### config.mk
export PLATFORM = sky130hd
export DESIGN_NAME = sprite_scheduler
export DESIGN_NICKNAME = d
export VERILOG_FILES = /design/src/rtl/vga_pkg.sv /design/src/rtl/sprite_prio_mux.sv /design/src/rtl/sprite_scheduler.sv
export SDC_FILE = /design/constraint.sdc
export NUM_CORES = 1
export LEC_CHECK = 0
export CORE_MARGIN = 8
export CORE_UTILIZATION = 45
export DETAILED_ROUTE_END_ITERATION = 8
export PLACE_DENSITY_LB_ADDON = 0.25
export SLEW_MARGIN = 15
export SYNTH_ARGS = -nofsm -noshare
export SYNTH_HDL_FRONTEND = slang
export SYNTH_SLANG_ARGS = --single-unit
### constraint.sdc
create_clock -name clk -period 4.2 [get_ports clk]
set_input_delay 0.84 -clock clk [delete_from_list [all_inputs] [get_ports clk]]
set_output_delay 0.84 -clock clk [all_outputs]
set_load 0.03 [all_outputs]
### src/rtl/vga_pkg.sv
// Shared definitions for the 800x600 sprite path: screen limits, scheduler
// state encodings and the packed RGB slice width.
package vga_pkg;

   localparam int VGA_H_LAST = 799;
   localparam int VGA_V_LAST = 599;
   localparam int RGB_W      = 12;

   typedef enum logic [1:0] {
      ST_RUN   = 2'b00,
      ST_PAUSE = 2'b01,
      ST_STEP  = 2'b10
   } run_state_e;

endpackage

### src/rtl/sprite_prio_mux.sv
// Fixed-priority pixel owner select: lowest-index hit wins, otherwise the
// background colour with owner = NUM_SPRITES.
module sprite_prio_mux
   import vga_pkg::*;
#(
   parameter int NUM_SPRITES = 4,
   parameter int OWN_W       = 3
) (
   input  logic [NUM_SPRITES-1:0]       hit,
   input  logic [RGB_W*NUM_SPRITES-1:0] sprite_rgb,
   input  logic [RGB_W-1:0]             bg_rgb,
   output logic [OWN_W-1:0]             owner,
   output logic [RGB_W-1:0]             rgb
);

   // Scan from the top down so the lowest asserted index is written last.
   always_comb begin
      owner = OWN_W'(NUM_SPRITES);
      rgb   = bg_rgb;
      for (int i = NUM_SPRITES - 1; i >= 0; i--) begin
         if (hit[i]) begin
            owner = OWN_W'(i);
            rgb   = sprite_rgb[i*RGB_W +: RGB_W];
         end
      end
   end

endmodule

### src/rtl/sprite_scheduler.sv
// Sprite controller: priority colour output, frame-paced move strobe with
// run/pause/single-step control, and per-frame collision reporting.
module sprite_scheduler
   import vga_pkg::*;
#(
   parameter int NUM_SPRITES = 4,
   parameter int H_LAST      = vga_pkg::VGA_H_LAST,
   parameter int V_LAST      = vga_pkg::VGA_V_LAST,
   parameter int FRAME_DIV   = 1,
   parameter int OWN_W       = 3
) (
   input  logic                         clk,
   input  logic                         reset,
   input  logic [9:0]                   X,
   input  logic [9:0]                   Y,
   input  logic [NUM_SPRITES-1:0]       hit,
   input  logic [RGB_W*NUM_SPRITES-1:0] sprite_rgb,
   input  logic [RGB_W-1:0]             bg_rgb,
   input  logic                         pause_req,
   input  logic                         step_req,
   output logic [3:0]                   red,
   output logic [3:0]                   green,
   output logic [3:0]                   blue,
   output logic [OWN_W-1:0]             owner,
   output logic                         move_tick,
   output logic [NUM_SPRITES-1:0]       collide,
   output logic                         collide_irq,
   output logic [15:0]                  frame_count,
   output logic [1:0]                   run_state
);

   localparam logic [7:0] DIV_LAST = 8'(FRAME_DIV - 1);

   run_state_e               state, state_next;
   logic                     at_last, at_last_q, frame_end;
   logic [7:0]               div_q;
   logic                     tick_d;
   logic [NUM_SPRITES-1:0]   acc_q, coll_now, coll_new;
   logic [OWN_W-1:0]         mux_owner;
   logic [RGB_W-1:0]         mux_rgb;

   sprite_prio_mux #(
      .NUM_SPRITES (NUM_SPRITES),
      .OWN_W       (OWN_W)
   ) u_mux (
      .hit        (hit),
      .sprite_rgb (sprite_rgb),
      .bg_rgb     (bg_rgb),
      .owner      (mux_owner),
      .rgb        (mux_rgb)
   );

   // Frame end is the rising edge of the last-pixel compare, so a held
   // coordinate counts only once.
   assign at_last   = (X == 10'(H_LAST)) && (Y == 10'(V_LAST));
   assign frame_end = at_last && !at_last_q;

   // Only cycles with two or more sprites on the same pixel count as collisions.
   assign coll_now = ((hit & (hit - NUM_SPRITES'(1))) != '0) ? hit : '0;
   assign coll_new = acc_q | coll_now;

   assign run_state = state;

   always_ff @(posedge clk or posedge reset) begin
      if (reset) state <= ST_RUN;
      else       state <= state_next;
   end

   always_comb begin
      state_next = state;
      case (state)
         ST_RUN:   if (pause_req) state_next = ST_PAUSE;
         ST_PAUSE: begin
            if (pause_req)     state_next = ST_RUN;
            else if (step_req) state_next = ST_STEP;
         end
         ST_STEP: begin
            if (pause_req)      state_next = ST_RUN;
            else if (frame_end) state_next = ST_PAUSE;
         end
         default:  state_next = ST_RUN;
      endcase
   end

   // A pause request on the same cycle as a frame end suppresses the tick.
   always_comb begin
      tick_d = 1'b0;
      case (state)
         ST_RUN:  tick_d = frame_end && !pause_req && (div_q == DIV_LAST);
         ST_STEP: tick_d = frame_end && !pause_req;
         default: tick_d = 1'b0;
      endcase
   end

   always_ff @(posedge clk or posedge reset) begin
      if (reset) begin
         div_q <= '0;
      end else if (state != ST_RUN && state_next == ST_RUN) begin
         div_q <= '0;
      end else if (state == ST_RUN && frame_end && !pause_req) begin
         div_q <= (div_q == DIV_LAST) ? 8'd0 : div_q + 8'd1;
      end
   end

   always_ff @(posedge clk or posedge reset) begin
      if (reset) begin
         red         <= '0;
         green       <= '0;
         blue        <= '0;
         owner       <= OWN_W'(NUM_SPRITES);
         move_tick   <= 1'b0;
         collide     <= '0;
         collide_irq <= 1'b0;
         frame_count <= '0;
         acc_q       <= '0;
         at_last_q   <= 1'b0;
      end else begin
         red         <= mux_rgb[11:8];
         green       <= mux_rgb[7:4];
         blue        <= mux_rgb[3:0];
         owner       <= mux_owner;
         move_tick   <= tick_d;
         at_last_q   <= at_last;
         collide_irq <= 1'b0;
         if (frame_end) begin
            frame_count <= frame_count + 16'd1;
            collide     <= coll_new;
            collide_irq <= (coll_new != '0);
            acc_q       <= '0;
         end else begin
            acc_q       <= coll_new;
         end
      end
   end

endmodule

## After elaboration in Yosys (flattened, before gate mapping)

Cells that the tools add are included.

| word-level totals | value |
|---|---|
| bits in writable memories | 0 |
| ROM bits | 0 |
| register bits | 52 |
| bits in latches | 0 |
| memories | 0 |
| output and inout bits | 39 |

| operators by class | value |
|---|---|
| multiply operators | 0 |
| divide/modulo/power cells | 0 |
| mux-type cells | 21 |
| shift-type cells | 0 |
| reductions and logical operators | 16 |
| bitwise gates (word level) | 2 |
| equality and inequality tests | 4 |
| order comparisons | 0 |
| add/sub/neg operators | 3 |

Operators with widths:

| cell | count |
|---|---|
| 12-bit two-way mux | 4 |
| 8-bit two-way mux | 3 |
| 10-bit equality test, second input constant | 2 |
| 16-bit by 1-bit adder with 16-bit output, second input constant | 1 |
| 3-bit two-way mux | 4 |
| 2-bit two-way mux | 5 |
| 8-bit by 1-bit adder with 8-bit output, second input constant | 1 |
| 8-bit zero test | 1 |
| 4-bit two-way mux | 2 |
| 4-bit nonzero test | 2 |
| 1-bit logical AND | 7 |
| 2-bit case mux with 3 select lines | 1 |
| 4-bit AND | 1 |
| 2-bit zero test | 2 |
| 4-bit OR | 1 |
| 2-bit nonzero test | 2 |
| 4-bit by 1-bit subtractor with 4-bit output, second input constant | 1 |
| 2-bit by 1-bit equality test with 1-bit output, second input constant | 1 |
| 2-bit equality test, second input constant | 1 |
| 1-bit zero test | 2 |
| 1-bit case mux with 2 select lines | 1 |
| 1-bit two-way mux | 1 |

## Longest topological paths before layout

Gate-level depths: netlist of run 1.

| logic depth | value |
|---|---|
| depth after elaboration | 9 |
| depth in mapped cells | 6 |
| depth with buffers taken out | 6 |

## By module

Synthesis of run 1 repeated with hierarchy kept, for this count alone.

| second synthesis, totals | value |
|---|---|
| cell total of the unflattened synthesis | 262 |
| area, all modules | 2,711.4 um2 |

By module, submodules not included:

| module | cells an instance | times used | area an instance (um2) | sequential area each (um2) |
|---|---|---|---|---|
| sprite_scheduler | 184 | 1 | 2,169.6 | 1,302.5 |
| sprite_prio_mux | 78 | 1 | 541.8 | 0.0 |

## Worst setup path before layout of run 1

OpenSTA, ideal clock, no wires.

| timing | value |
|---|---|
| kind | input-to-reg |
| start | input X[7] |
| end | register frame_count[1] |
| path slack | 1.582 ns |
| path buffers | 1 |
| stages | 5 |
| data required time | 4.075 ns |
| data arrival time | 2.493 ns |
| library setup time | 0.125 ns |
| path through | or4b_1 or3_1 or4_1 buf_6 mux2_4 |

| on the way | value |
|---|---|
| word-level cells in the longest chain between the ends | 3 |

RTL lines:

| element | line | source |
|---|---|---|
| start, declared | sprite_scheduler.sv:14 | `input logic [9:0] X,` |
| 10-bit equality test | sprite_scheduler.sv:55 | `assign at_last = (X == 10'(H_LAST)) && (Y == 10'(V_LAST));` |
| 1-bit logical AND | sprite_scheduler.sv:55 |  |
| 1-bit logical AND | sprite_scheduler.sv:56 | `assign frame_end = at_last && !at_last_q;` |
| end signal, assigned | sprite_scheduler.sv:126 | `frame_count <= frame_count + 16'd1;` |
| end, declared | sprite_scheduler.sv:28 | `output logic [15:0] frame_count,` |

Every way passes these cells.
A chain may end at the register's enable or synchronous reset.

## Worst setup path in the final report of run 1

Same ends and word-level chain as after synthesis.

==> impl_metrics.env, run 1 <==
export IMPL_ys_warnings_count=0
export IMPL_clk_pin_slew_worst_paths_ns=0.10
export IMPL_finalSetupViolCount=0
export IMPL_hold_viol=0
export IMPL_grt_busiest_layer="met2"
export IMPL_critPathRequiredTime_ns=4.41
export IMPL_critPathKind="input port to flip-flop"
export IMPL_hold_class="flip-flop to flip-flop"
export IMPL_drive_gt1_share_pct=4.20
export IMPL_cap_viol_max_count=0
export IMPL_ant_nets=0
export IMPL_avgSynthCellArea_um2=9.78
export IMPL_grt_max_degree=53
export IMPL_slew_violations=0
export IMPL_place_area_um2=4100
export IMPL_gr_usage_met2_pct=33.8
export IMPL_cp_end_kind="flip-flop"
export IMPL_final_cells=480
export IMPL_hpwl_um=6570
export IMPL_path_buf_inv=1
export IMPL_design_area_um2=4190
export IMPL_gp_congestion=0.794
export IMPL_slowest_delay_ns=0.62
export IMPL_synth_nets=376
export IMPL_fin_crit_sh_pct=68.9
export IMPL_synth_enable_flop_cells=0
export IMPL_antenna_found_initial=0
export IMPL_cts_resized=0
export IMPL_fmax_mhz=345
export IMPL_ys_top_cells_by_area="dfrtp_1 (46%), mux2i_1 (10%), o21ai_0 (5.2%)"
export IMPL_ys_types=41
export IMPL_areaGrowthSynthToFinish_pct=50.2
export IMPL_syn_area_um2=2790
export IMPL_drtIter0Drc=131
export IMPL_critPathArrivalTime_ns=3.11
export IMPL_cts_max_path_buffers=2
export IMPL_holdWs_ns=0.496
export IMPL_ys_ff_latch=52
export IMPL_grt_use_total_pct=19.3
export IMPL_peakVddDrop_v=0.000145
export IMPL_cp_max_fo=9
export IMPL_drc=0
export IMPL_rsz0062_at_grt="no"
export IMPL_yosysTopAreaCell="dfrtp_1"
export IMPL_post_cts_buffers=0
export IMPL_synthFlopType="dfrtp_1"
export IMPL_start_util_pct=46.8
export IMPL_dr_pass1_iters=5
export IMPL_use_met1_pct=20.3
export IMPL_skew_ns=0.00872
export IMPL_vias=2679
export IMPL_path_delay_family="simple AND/OR/NAND/NOR gates"
export IMPL_yosysMostFrequentCell="dfrtp_1"
export IMPL_synth_seq_area_share_pct=46.7
export IMPL_portBuffers=126
export IMPL_worst_slew_pin_slew_ns=0.942
export IMPL_die_h_um=94.7
export IMPL_via_per_inst=5.58
export IMPL_numCtsBuffers=5
export IMPL_wl_um=8440
export IMPL_worstSkewPairLatency_ns=0.31
export IMPL_synth_top_cell_area_share_pct=45.8
export IMPL_cts_tree="built"
export IMPL_power_density_nw_per_um2=251
export IMPL_core_area_um2=5960
export IMPL_path_cells="clkdlybuf4s50_1, or4b_1, or3_1, or4_1, mux2_4"
export IMPL_fin_crit_ns=2.89
export IMPL_met3_usage_pct=8.49
export IMPL_async_flop_share_pct=100
export IMPL_htreeDepth=2
export IMPL_synthCells=285
export IMPL_dp_cells=472
export IMPL_rows=28
export IMPL_p_leak_nw=1.76
export IMPL_yosys_top_cells_count="dfrtp_1 (51), nand2_1 (32), o21ai_0 (29)"
export IMPL_grt_pass1_vias=2852
export IMPL_dieArea_um2=8970
export IMPL_slew_headroom_pct=37.0
export IMPL_nNetsFinal=495
export IMPL_clock_sinks=52
export IMPL_cts_root_buf="clkbuf_8"
export IMPL_grt_pass1_wl_um=13600
export IMPL_start_kind="input port"
export IMPL_status="finished, final reports clean"
export IMPL_ctsHoldBuffers=0
export IMPL_ioPinCount=127
export IMPL_routedWlPerCell_um=17.6
export IMPL_antenna_cells_inserted=0
export IMPL_die_w_um=94.7
export IMPL_setup_tns_ns=0
export IMPL_grt_ovfl_total=0
export IMPL_worst_path_max_delay_cell="or4_1"
## where the power goes
group	switching, W	internal [W]	total [W]
Combinational	0.000105	0.000126	0.000231
Sequential	0.0000107	0.000515	0.000525
Clock	0.000173	0.000119	0.000292
Total	0.000289	0.000759	0.00105
## area by class of cell
type / count / area (µm²)
clock buffers: 6 / 72.6
inverters: 8 / 31.3
multi-input cells: 207 / 1380
fillers: 490 / 1770
flip-flops and latches: 52 / 1300
clock inverters: 2 / 16.3
repair buffers: 130 / 1290
well taps: 75 / 93.8
## flip-flops by register name, summed over array words and instances, names as in the netlist
register / cells
owner: 3
blue: 4
move_tick: 1
div_q: 8
green: 4
acc_q: 4
run_state: 2
frame_count: 16
collide: 4
collide_irq: 1
at_last_q: 1
red: 4
## final timing paths
check | from | endpoint | slack (ns) | depth (start not counted)
worst min-delay path | frame_count[14]$_DFFE_PP0N_ | frame_count[14]$_DFFE_PP0N_ | 0.50 | 1
worst max-delay path | X[7] | frame_count[1]$_DFFE_PP0N_ | 1.31 | 5
max in group asynchronous | reset | run_state[0]$_DFF_PP0_ | 2.67 | 2
min in group asynchronous | reset | frame_count[2]$_DFFE_PP0N_ | 1.00 | 2
worst max register to register | run_state[1]$_DFF_PP0_ | div_q[2]$_DFFE_PP0P_ | 2.34 | 4
worst min register to register | frame_count[14]$_DFFE_PP0N_ | frame_count[14]$_DFFE_PP0N_ | 0.50 | 1
## cells in the final DEF, fill, tap and decap left out, drive strengths merged, types with 4 or more instances in the layout
cell           count
clkdlybuf4s50    126
buf                4
nand2b             5
nand4             10
o21ai             29
clkbuf             6
xnor2             12
nor3               7
nor2               8
mux2i             28
dfrtp             51
nor4               7
and3               6
nand3             11
or3                5
inv                7
nand4b             4
nand2             32
o31ai              5
a21oi             10
## routing by layer
metal	share of wire, %	wire length [µm]	up-vias
met3	10	865	12
met5	0	0	-
met2	51	4270	106
li1	-	-	1271
met1	37	3160	1290
met4	1.7	140	0
## cells by family after synthesis
| kind of cell | count (synthesis) | share of synthesized area (%) |
|---|---|---|
| xor gates and xnor gates | 15 | 4.72 |
| and+or+nand+nor | 105 | 20.7 |
| DFF | 52 | 46.7 |
| muxes | 29 | 10.6 |
| buffers and inverters | 26 | 3.77 |
| AOI/OAI and AO/OA | 55 | 12.2 |
| adders and majority gates | 3 | 1.35 |
## per-stage QoR
step | util (%) | power (W) | setup slack [ns]
after floorplan | - | 0.000635 | 1.58
after global placement | 68.8 | 0.000762 | 1.01
after detailed placement | 68.8 | 0.000767 | 0.981
after CTS | 70.3 | 0.00105 | 1.32
after global routing | 70.3 | 0.00109 | 1.24
final | 70.3 | 0.00105 | 1.31
(Power assumes the default switching activity.)
==> run 2, diff against run 1 <==
- CORE_UTILIZATION: 45 -> 42
- clock period: 4.2 -> 2.9 ns (I/O delays scaled with it)
==> impl_metrics.env, run 2 (synthesized netlist as in run 1, its figures left out) <==
export IMPL_cts_max_path_buffers=2
export IMPL_clk_pin_slew_worst_paths_ns=0.10
export IMPL_r2r_setup_slack_ns=1.10
export IMPL_die_w_um=97.5
export IMPL_ff_latch_area_um2=1300
export IMPL_fill_cells=536
export IMPL_cp_max_fo=6
export IMPL_fin_crit_sh_pct=87.0
export IMPL_peakVddDrop_v=0.000255
export IMPL_dieArea_um2=9500
export IMPL_dp_cells=482
export IMPL_grt_ovfl_total=0
export IMPL_worst_slew_pin_slew_ns=0.468
export IMPL_r2r_start="at_last_q$_DFF_PP0_"
export IMPL_holdWs_ns=0.472
export IMPL_slew_violations=0
export IMPL_antenna_cells_inserted=0
export IMPL_setup_tns_ns=0
export IMPL_dr_pass1_iters=4
export IMPL_critPathArrivalTime_ns=2.75
export IMPL_hold_class="flip-flop to flip-flop"
export IMPL_p_leak_nw=1.81
export IMPL_hpwl_um=6510
export IMPL_ctsHoldBuffers=0
export IMPL_slew_headroom_pct=68.6
export IMPL_portBuffers=126
export IMPL_status="finished, final reports clean"
export IMPL_cap_viol_max_count=0
export IMPL_grt_use_total_pct=16.7
export IMPL_largest_register_ff_count=16
export IMPL_wl_um=8080
export IMPL_worstSkewPairLatency_ns=0.31
export IMPL_cts_resized=0
export IMPL_ant_nets=0
export IMPL_nNetsFinal=503
export IMPL_fmax_mhz=396
export IMPL_multi_input_area_um2=1380
export IMPL_core_area_um2=6390
export IMPL_post_cts_buffers=0
export IMPL_hold_viol=0
export IMPL_cp_end_kind="flip-flop"
export IMPL_htreeDepth=2
export IMPL_numCtsBuffers=5
export IMPL_critPathRequiredTime_ns=3.13
export IMPL_layout_commonest_cell="clkdlybuf4s50_1"
export IMPL_clock_sinks=52
export IMPL_rsz0062_at_grt="no"
export IMPL_final_cells=490
export IMPL_grt_max_degree=28
export IMPL_skew_ns=0.00857
export IMPL_power_density_nw_per_um2=376
export IMPL_design_area_um2=4270
export IMPL_grt_pass1_wl_um=13300
export IMPL_start_util_pct=43.6
export IMPL_fin_util_pct=66.9
export IMPL_ioPinCount=127
export IMPL_drive_gt1_share_pct=6.30
export IMPL_fin_crit_ns=2.52
export IMPL_top_register="frame_count"
export IMPL_start_kind="input port"
export IMPL_vias=2625
export IMPL_final_cell_mix="clkdlybuf4s50_1 (126), dfrtp_1 (51), nand2_1 (32)"
export IMPL_cts_root_buf="clkbuf_8"
export IMPL_die_h_um=97.5
export IMPL_cts_tree="built"
export IMPL_antenna_found_initial=0
export IMPL_areaGrowthSynthToFinish_pct=53.3
export IMPL_grt_pass1_vias=2740
export IMPL_via_per_inst=5.36
export IMPL_crit_path_start="X[7]"
export IMPL_routedWlPerCell_um=16.5
export IMPL_rows=29
export IMPL_drc=0
export IMPL_place_area_um2=4160
export IMPL_holdCritStartpoint="frame_count[15]$_DFFE_PP0N_"
export IMPL_top_regs="frame_count (16), div_q (8)"
export IMPL_critPathKind="input port to flip-flop"
export IMPL_finalSetupViolCount=0
export IMPL_drtIter0Drc=72
export IMPL_gp_congestion=0.881
run 2: area by class of cell:
| class | instances | share of cell area, % |
|---|---|---|
| multi-input cells | 207 | 32.3 |
| repair buffers | 138 | 31.6 |
| flip-flops and latches | 52 | 30.5 |
| well taps | 77 | 2.26 |
| clock buffers | 5 | 1.61 |
| clock inverters | 3 | 0.996 |
| inverters | 8 | 0.703 |
run 2: per-stage QoR:
| step | worst slack, ns | total power [W] |
|---|---|---|
| finish | 0.377 | 0.00161 |
| CTS | 0.361 | 0.00162 |
| global placement | 0.0726 | 0.00111 |
| global route | 0.301 | 0.00167 |
| floorplan | 0.542 | 0.000919 |
| detailed placement | 0.0414 | 0.00112 |
run 2: worst paths after layout:
path	endpoint	depth (start not counted)
setup reg to reg	div_q[4]$_DFFE_PP0P_	4
hold reg to reg	frame_count[15]$_DFFE_PP0N_	1
max in group asynchronous	owner[2]$_DFF_PP1_	3
hold / removal	frame_count[15]$_DFFE_PP0N_	1
min in group asynchronous	frame_count[7]$_DFFE_PP0N_	2
setup / recovery	collide[2]$_DFFE_PP0N_	6
run 2: worst max-delay path, cell delays in order:
cell and delay (ns):
clkdlybuf4s50_1 0.40, or4b_1 0.52, or3_1 0.33, or4_1 0.54, buf_4 0.22, o21ai_0 0.16
run 2: power breakdown:
group | switching (W) | internal, W | leakage [nW]
logic | 0.000152 | 0.000188 | 1.08
clock network | 0.000252 | 0.000256 | 0.0541
registers | 0.0000131 | 0.000745 | 0.675
total | 0.000417 | 0.00119 | 1.81
run 2: routing by layer:
metal / routed length, µm / GRT usage, % / up-vias
met3: 879 / 8.82 / 6
met1: 3170 / 17.7 / 1240
met2: 3940 / 28.2 / 92
met4: 90 / 4.31 / 0
li1: - / - / 1287
met5: 0 / 0 / -
==> run 3, diff against run 2 <==
- CORE_MARGIN: 8 -> unset
==> impl_metrics.env, run 3 (synthesized netlist as in run 1, its figures left out) <==
export IMPL_status="finished, final reports clean"
export IMPL_cts_tree="built"
export IMPL_grt_use_total_pct=21.8
export IMPL_critPathArrivalTime_ns=2.74
export IMPL_ant_nets=0
export IMPL_cap_viol_max_count=0
export IMPL_nNetsFinal=503
export IMPL_critPathRequiredTime_ns=3.10
export IMPL_start_util_pct=43.6
export IMPL_gp_congestion=0.813
export IMPL_ff_latch_area_um2=1300
export IMPL_grt_pass1_vias=2683
export IMPL_drc=0
export IMPL_dp_cells=482
export IMPL_cts_max_path_buffers=2
export IMPL_hold_class="input port to asynchronous set/reset pin"
export IMPL_cts_root_buf="clkbuf_8"
export IMPL_largest_register_ff_count=16
export IMPL_vias=2632
export IMPL_ctsHoldBuffers=0
export IMPL_clk_pin_slew_worst_paths_ns=0.09
export IMPL_path_cells="clkdlybuf4s50_1, or4b_1, or3_1, or4_1, buf_4, o41ai_2"
export IMPL_die_h_um=83.5
export IMPL_slew_headroom_pct=67.3
export IMPL_cts_resized=0
export IMPL_grt_max_degree=28
export IMPL_numCtsBuffers=5
export IMPL_fill_cells=538
export IMPL_finalPower_w=0.00152
export IMPL_htreeDepth=2
export IMPL_p_leak_nw=1.80
export IMPL_drive_gt1_share_pct=6.05
export IMPL_slowest_delay_ns=0.51
export IMPL_grt_pass1_wl_um=12300
export IMPL_holdWs_ns=0.493
export IMPL_slew_violations=0
export IMPL_areaGrowthSynthToFinish_pct=52.6
export IMPL_dr_pass1_iters=4
export IMPL_hold_viol=0
export IMPL_peakVddDrop_v=0.000235
export IMPL_layout_commonest_cell="clkdlybuf4s50_1"
export IMPL_start_kind="input port"
export IMPL_fin_crit_sh_pct=87.4
export IMPL_rows=29
export IMPL_post_cts_buffers=0
export IMPL_multi_input_area_um2=1380
export IMPL_ioPinCount=127
export IMPL_dieArea_um2=6960
export IMPL_clock_sinks=52
export IMPL_hpwl_um=5430
export IMPL_final_cell_mix="clkdlybuf4s50_1 (126), dfrtp_1 (51), nand2_1 (32)"
export IMPL_die_w_um=83.5
export IMPL_rsz0062_at_grt="no"
export IMPL_cp_max_fo=7
export IMPL_power_density_nw_per_um2=358
export IMPL_core_area_um2=6390
export IMPL_finalSetupViolCount=0
export IMPL_critPathKind="input port to flip-flop"
export IMPL_cp_end_kind="flip-flop"
export IMPL_antenna_cells_inserted=0
export IMPL_fin_crit_ns=2.53
export IMPL_portBuffers=126
export IMPL_routedWlPerCell_um=14.3
export IMPL_skew_ns=0.00453
export IMPL_wl_um=6990
export IMPL_top_regs="frame_count (16), div_q (8)"
export IMPL_antenna_found_initial=0
export IMPL_path_delay_family="simple AND/OR/NAND/NOR gates"
export IMPL_grt_ovfl_total=0
export IMPL_worstSkewPairLatency_ns=0.30
export IMPL_via_per_inst=5.37
export IMPL_worst_path_max_delay_cell="or4b_1"
export IMPL_drtIter0Drc=130
export IMPL_worst_slew_pin_slew_ns=0.486
export IMPL_top_register="frame_count"
export IMPL_fmax_mhz=395
export IMPL_final_cells=490
export IMPL_path_buf_inv=2
export IMPL_setup_tns_ns=0
[run 3: report_power, final]
| group | switching (W) | internal [W] |
|---|---|---|
| Combinational | 0.000148 | 0.000188 |
| Sequential | 0.0000141 | 0.000745 |
| Clock | 0.000235 | 0.000194 |
| Total | 0.000397 | 0.00113 |
[run 3: cell type report]
| class | count | area share (%) |
|---|---|---|
| flip-flops and latches | 52 | 30.6 |
| inverters | 8 | 0.706 |
| clock inverters | 1 | 0.177 |
| clock buffers | 7 | 2.03 |
| well taps | 77 | 2.27 |
| multi-input cells | 207 | 32.4 |
| repair buffers | 138 | 31.8 |
[run 3: worst paths after layout]
check	start	to	slack [ns]	depth (start not counted)
worst max-delay path	X[6]	run_state[0]$_DFF_PP0_	0.37	6
worst max register to register	at_last_q$_DFF_PP0_	div_q[2]$_DFFE_PP0P_	1.05	4
max in group asynchronous	reset	collide_irq$_DFF_PP0_	1.84	3
min in group clk	frame_count[11]$_DFFE_PP0N_	frame_count[11]$_DFFE_PP0N_	0.50	1
worst min register to register	frame_count[11]$_DFFE_PP0N_	frame_count[11]$_DFFE_PP0N_	0.50	1
worst min-delay path	reset	frame_count[7]$_DFFE_PP0N_	0.49	2
[run 3: layer usage]
| layer | up-vias | track usage, % | share of wire, % | wire (µm) |
|---|---|---|---|---|
| met5 | - | 0 | 0 | 0 |
| met4 | 0 | 4.31 | 1.2 | 83 |
| met3 | 13 | 7.52 | 8.9 | 625 |
| met2 | 114 | 39.6 | 50 | 3470 |
| met1 | 1216 | 24.8 | 40 | 2810 |
| li1 | 1289 | - | - | - |
[run 3: per-stage QoR]
stage / util (%) / instance area (µm²) / setup WS, ns
floorplan: - / 2790 / 0.542
finish: 66.6 / 4250 / 0.366
global placement: 65.1 / 4160 / 0.0923
CTS: 66.6 / 4250 / 0.385
detailed placement: 65.1 / 4160 / 0.0686
global route: 66.6 / 4250 / 0.297
